==> config.mk <==
export PLATFORM = sky130hd
export DESIGN_NAME = key_debouncer
export DESIGN_NICKNAME = d
export VERILOG_FILES = /design/src/rtl/key_pkg.sv /design/src/rtl/key_debouncer_debounce_cell.sv /design/src/rtl/key_debouncer.sv
export SDC_FILE = /design/constraint.sdc
export NUM_CORES = 1
export LEC_CHECK = 0
export ABC_AREA = 1
export ABC_CLOCK_PERIOD_IN_PS = 9850
export CORE_ASPECT_RATIO = 0.6
export CORE_MARGIN = 3
export CORE_UTILIZATION = 45
export CTS_CLUSTER_DIAMETER = 120
export DETAILED_ROUTE_END_ITERATION = 10
export DONT_BUFFER_PORTS = 1
export PLACE_DENSITY = 0.65
export SLEW_MARGIN = 20
export SYNTH_ARGS = -nofsm -noshare
export SYNTH_HDL_FRONTEND = slang
export SYNTH_SLANG_ARGS = --single-unit
==> constraint.sdc <==
create_clock -name CLOCK_50 -period 9.85 [get_ports CLOCK_50]
set_input_delay 0.985 -clock CLOCK_50 [delete_from_list [all_inputs] [get_ports CLOCK_50]]
set_output_delay 0.985 -clock CLOCK_50 [all_outputs]
set_load 0.01 [all_outputs]
==> src/rtl/key_pkg.sv <==
// ---------------------------------------------------------------------------
// key_pkg
// Shared constants for the key input path: the channel count, the key-index
// map used by the tone player and game logic, and small width helpers used
// by the debouncer when sizing its counters.
// ---------------------------------------------------------------------------
package key_pkg;

    localparam int N_KEYS = 16;

    // Note keys, in the order the tone player expects them
    localparam int KEY_C  = 0;
    localparam int KEY_CS = 1;
    localparam int KEY_D  = 2;
    localparam int KEY_DS = 3;
    localparam int KEY_E  = 4;
    localparam int KEY_F  = 5;
    localparam int KEY_FS = 6;
    localparam int KEY_G  = 7;
    localparam int KEY_GS = 8;
    localparam int KEY_A  = 9;
    localparam int KEY_AS = 10;
    localparam int KEY_B  = 11;

    // Game control inputs
    localparam int KEY_CTRL0 = 12;
    localparam int KEY_CTRL1 = 13;
    localparam int KEY_CTRL2 = 14;
    localparam int KEY_CTRL3 = 15;

    // Differing-sample counter width; never narrower than one bit, even
    // when a single sample is enough to accept a change.
    function automatic int cnt_width(input int stable_samples);
        return (stable_samples < 2) ? 1 : $clog2(stable_samples);
    endfunction

    // Prescaler width for a divide-by-div counter (div is at least 2).
    function automatic int prescale_width(input int div);
        return $clog2(div);
    endfunction

endpackage

==> src/rtl/key_debouncer_debounce_cell.sv <==
// ---------------------------------------------------------------------------
// debounce_cell
// One debounced key channel. On each sample tick the synchronized input is
// compared with the accepted level; only a run of STABLE_SAMPLES
// consecutive differing samples flips the level. The flip is reported with
// a one-cycle rise or fall pulse, registered alongside the level.
//
// Ports:
//   clk   in   clock
//   rst   in   asynchronous active-high reset
//   s     in   synchronized (and polarity-corrected) key level
//   tick  in   one-cycle sample strobe from the shared prescaler
//   level out  accepted key level
//   rise  out  one-cycle pulse when level goes 0 -> 1
//   fall  out  one-cycle pulse when level goes 1 -> 0
// ---------------------------------------------------------------------------
module debounce_cell
    import key_pkg::*;
#(
    parameter int STABLE_SAMPLES = 8
) (
    input  logic clk,
    input  logic rst,
    input  logic s,
    input  logic tick,
    output logic level,
    output logic rise,
    output logic fall
);

    localparam int              CW       = cnt_width(STABLE_SAMPLES);
    localparam logic [CW-1:0]   CNT_LAST = CW'(STABLE_SAMPLES - 1);

    logic          level_q, level_d;
    logic [CW-1:0] cnt_q,   cnt_d;
    logic          rise_q,  rise_d;
    logic          fall_q,  fall_d;

    // Any sample that agrees with the accepted level restarts the count, so
    // a bounce shorter than the window never reaches CNT_LAST.
    always_comb begin
        level_d = level_q;
        cnt_d   = cnt_q;
        rise_d  = 1'b0;
        fall_d  = 1'b0;
        if (tick) begin
            if (s == level_q) begin
                cnt_d = '0;
            end else if (cnt_q == CNT_LAST) begin
                level_d = s;
                cnt_d   = '0;
                rise_d  = s;
                fall_d  = ~s;
            end else begin
                cnt_d = cnt_q + CW'(1);
            end
        end
    end

    always_ff @(posedge clk or posedge rst) begin
        if (rst) begin
            level_q <= 1'b0;
            cnt_q   <= '0;
            rise_q  <= 1'b0;
            fall_q  <= 1'b0;
        end else begin
            level_q <= level_d;
            cnt_q   <= cnt_d;
            rise_q  <= rise_d;
            fall_q  <= fall_d;
        end
    end

    assign level = level_q;
    assign rise  = rise_q;
    assign fall  = fall_q;

endmodule

==> src/rtl/key_debouncer.sv <==
// ---------------------------------------------------------------------------
// key_debouncer
// Conditions the raw board key inputs: a two-flop synchronizer per bit, an
// optional polarity inversion, one shared sample-rate prescaler and one
// debounce_cell per key. Produces clean active-high levels plus one-cycle
// press/release pulses, and an any-key flag.
//
// Ports:
//   CLOCK_50  in   system clock
//   reset     in   asynchronous active-high reset
//   raw_keys  in   [N_KEYS] asynchronous raw key levels
//   keys      out  [N_KEYS] debounced levels, active-high
//   key_down  out  [N_KEYS] one-cycle pulse when keys[i] rises
//   key_up    out  [N_KEYS] one-cycle pulse when keys[i] falls
//   any_key   out  OR of the registered keys
// ---------------------------------------------------------------------------
module key_debouncer #(
    parameter int N_KEYS         = key_pkg::N_KEYS,
    parameter int CLK_HZ         = 50_000_000,
    parameter int SAMPLE_HZ      = 1000,
    parameter int STABLE_SAMPLES = 8,
    parameter bit ACTIVE_LOW     = 1'b0
) (
    input  logic              CLOCK_50,
    input  logic              reset,
    input  logic [N_KEYS-1:0] raw_keys,
    output logic [N_KEYS-1:0] keys,
    output logic [N_KEYS-1:0] key_down,
    output logic [N_KEYS-1:0] key_up,
    output logic              any_key
);

    import key_pkg::*;

    localparam int                DIV      = CLK_HZ / SAMPLE_HZ;
    localparam int                PW       = prescale_width(DIV);
    localparam logic [PW-1:0]     PRE_LAST = PW'(DIV - 1);
    localparam logic [N_KEYS-1:0] IDLE_RAW = {N_KEYS{ACTIVE_LOW}};

    logic [N_KEYS-1:0] sync1_q, sync1_d;
    logic [N_KEYS-1:0] sync2_q, sync2_d;
    logic [PW-1:0]     pre_q,   pre_d;
    logic              tick;
    logic [N_KEYS-1:0] s;

    // Synchronizer chain and free-running prescaler. The prescaler wraps at
    // DIV-1, so tick is a single-cycle strobe every DIV clocks.
    always_comb begin
        sync1_d = raw_keys;
        sync2_d = sync1_q;
        pre_d   = (pre_q == PRE_LAST) ? '0 : pre_q + PW'(1);
    end

    // The chain resets to the idle raw level so that an active-low board
    // does not see a phantom press while the chain refills after reset.
    always_ff @(posedge CLOCK_50 or posedge reset) begin
        if (reset) begin
            sync1_q <= IDLE_RAW;
            sync2_q <= IDLE_RAW;
            pre_q   <= '0;
        end else begin
            sync1_q <= sync1_d;
            sync2_q <= sync2_d;
            pre_q   <= pre_d;
        end
    end

    assign tick = (pre_q == PRE_LAST);
    assign s    = ACTIVE_LOW ? ~sync2_q : sync2_q;

    for (genvar i = 0; i < N_KEYS; i++) begin : g_cell
        debounce_cell #(
            .STABLE_SAMPLES (STABLE_SAMPLES)
        ) u_cell (
            .clk   (CLOCK_50),
            .rst   (reset),
            .s     (s[i]),
            .tick  (tick),
            .level (keys[i]),
            .rise  (key_down[i]),
            .fall  (key_up[i])
        );
    end

    // Derived from the registered levels so it changes in the same cycle
    // as keys without adding another register stage.
    assign any_key = |keys;

endmodule
==> out/results.tsv <==
metric	value	unit
grt_max_degree	84	
grt_pass1_vias	4264	
clock_latency	0.42	ns
path_clk_slew	0.06	ns
routedWlPerCell	15.37	um
root_buffer	clkbuf_16	
grt_pass1_wl	21510	um
drtPass1Iterations	5	
ios	67	
start_util	47.10	%
vdd_drop_max	0.1133	mV
die_area	0.01619	mm2
postCtsHoldBufs	0	
ant_nets	0	
cp-start-kind	flip-flop	
final_area	0.006997	mm2
final_net_count	693	
areaGrowthSynthToFinish	6.130	%
instances_no_fill	844	
hp-class	flip-flop to flip-flop	
place_inst	812	
ys.warnings.count	0	
numCtsBuffers	17	
grt_remaining_overflow	0	
gp_congestion	0.7989	
cellPowerDensity	185.6	mW/mm2
hpwl	8685	um
cts_resized	0	
cts_max_level	4	
netlist_instances	681	
diodes	0	
num_rows	33	
tightestPinTransition	1.088	ns
top_layer_used	met5	
met1Wirelength	6130	um
critPathMaxFanout	4	
dr_total_vias	4255	
final.fill_count	1245	
cts_tree	built	
ys_ff_latch	144	
cts.sinks	144	
max-cap-violations	0	
relSlewSlack	26.81	%
wl_met2	5740	um
cp-end-kind	output port	
vias_per_cell	5.041	
clock_path_buffers	2	
wl_met3	985	um
timing.final.crit_share	32.44	%
worstPathRequired	8.87	ns
fin_tns_setup	0	ns
r2r_slack	7.50	ns
antenna_found_initial	1	
ys_types	26	
port_buffers	0	
synth_area	0.006593	mm2
timing.fmax	312.9	MHz
fin_skew	0.01556	ns
synth.avg_cell_area	9.681	um2
critPathKind	flip-flop to output port	
fin_crit	3.195	ns
drt_iter0_markers	271	
rsz0062_at_grt	false	
place_area	0.006374	mm2
cts_setup_buffers	0	
status	finished, final reports clean	
setup-violations-final	0	
core_region_area	0.01400	mm2
wl	12970	um
grt_usage	16.97	%
final_max_slew_viol_count	0	
drc	0	
hold_viol	0	
yosysSeqAreaShare	54.66	%
drive_above_1_share	8.742	%
syn_nets	735	
die_h	99.76	um
p_leak	0.003634	uW
die_w	162.3	um
worstPathArrival	2.21	ns
[area by class of cell]
class | count | area, um2 | area share (%)
inverter | 49 | 188.9 | 2.700
tap | 192 | 240.2 | 3.433
sequential | 144 | 3603 | 51.50
clock buffer | 19 | 432.9 | 6.187
clock inverter | 13 | 186.4 | 2.665
multi-input combinational | 424 | 2318 | 33.14
timing repair buffer | 3 | 26.28 | 0.3755
[metal layers]
metal / track usage (%) / vias up
met5: 0 / -
met4: 5.111 / 2
met3: 6.325 / 13
met2: 25.05 / 107
met1: 23.45 / 2062
li1: - / 2071
[logic make-up (layout without fill, tap and decap cells)]
kind of cell	Yosys count	after routing	share of synthesized area [%]
AND/OR/NAND/NOR	346	346	23.51
flip-flops	144	144	54.66
buffers and inverters	113	84	10.25
adder cells (fa/ha/maj)	36	36	6.832
AO/OA/AOI/OAI	22	22	2.088
XOR/XNOR	20	20	2.657
[layout by cell type (no fill, tap or decap), types with 3 or more instances in the layout]
cell type	n
nand2_1	162
dfrtp_1	144
nor2_1	69
nand3_1	52
inv_1	44
ha_1	36
nand4_1	30
clkbuf_16	17
xor2_1	16
nand3b_1	9
nor3_1	8
o21ai_2	7
o21ai_1	6
o21ai_0	6
inv_2	4
xnor2_1	4
nor2_2	4
nor2_4	4
nor4_1	4
bufinv_16	4
inv_6	3
clkinv_2	3
clkinv_4	3
[critical path, stage by stage (launching register included)]
cell,delay (ns)
dfrtp_1,0.45
nor4_1,0.95
nand4_1,0.39
[worst paths after layout]
path                                                     start                               to  cells after the start
min reg2reg                               sync1_q[3]$_DFF_PP0_                   s[3]$_DFF_PP0_                      0
min in group asynchronous                                reset            sync1_q[11]$_DFF_PP0_                      1
max reg2reg                                 pre_q[0]$_DFF_PP0_  g_cell[3].u_cell.fall$_DFF_PP0_                      8
max in group asynchronous                                reset               pre_q[7]$_DFF_PP0_                      2
max                        g_cell[11].u_cell.level$_DFFE_PP0P_                          any_key                      2
min                                       sync1_q[3]$_DFF_PP0_                   s[3]$_DFF_PP0_                      0
[sequential cells by signal, indices dropped and copies added (netlist names)]
| signal | cells |
|---|---|
| sync1_q | 16 |
| g_cell.u_cell.rise | 16 |
| g_cell.u_cell.level | 16 |
| s | 16 |
| pre_q | 16 |
| g_cell.u_cell.cnt_q | 48 |
| g_cell.u_cell.fall | 16 |
[cells in the mapped netlist]
master	count	share of area, %
nor2_1	71	4.0
nand4_1	30	2.8
o21ai_0	6	0.46
xnor2_1	4	0.53
nor3b_2	2	0.38
ha_1	36	6.8
clkbuf_1	1	0.057
a31oi_1	1	0.095
inv_1	45	2.6
nand3b_1	9	1.0
a21oi_1	2	0.15
nor2_2	2	0.19
nand2_2	2	0.19
nand2_1	162	9.2
dfrtp_1	144	55
buf_2	6	0.46
nor4_1	4	0.38
o21ai_2	7	0.93
o21ai_1	6	0.46
inv_2	4	0.23
nor2_4	4	0.68
nor3_1	8	0.61
buf_6	8	1.4
buf_4	49	5.6
xor2_1	16	2.1
nand3_1	52	3.9
[report_power, final]
| group | switching [uW] | internal (uW) |
|---|---|---|
| Sequential | 4.95 | 598 |
| Clock | 250 | 425 |
| Combinational | 17.3 | 2.71 |
| Total | 272 | 1030 |
[per-stage QoR]
stage / total power (uW) / hold WS (ns) / worst slack, ns / utilization, %
floorplan: 627.8 / 0.3312 / 4.999 / -
global placement: 633.8 / 0.3318 / 7.202 / 45.50
detailed placement: 634.6 / 0.3355 / 7.190 / 45.54
CTS: 1311 / 0.3489 / 6.726 / 49.96
global route: 1341 / 0.3558 / 6.679 / 49.99
finish: 1299 / 0.3465 / 6.655 / 49.99
Power figures use the tool's default switching activity.
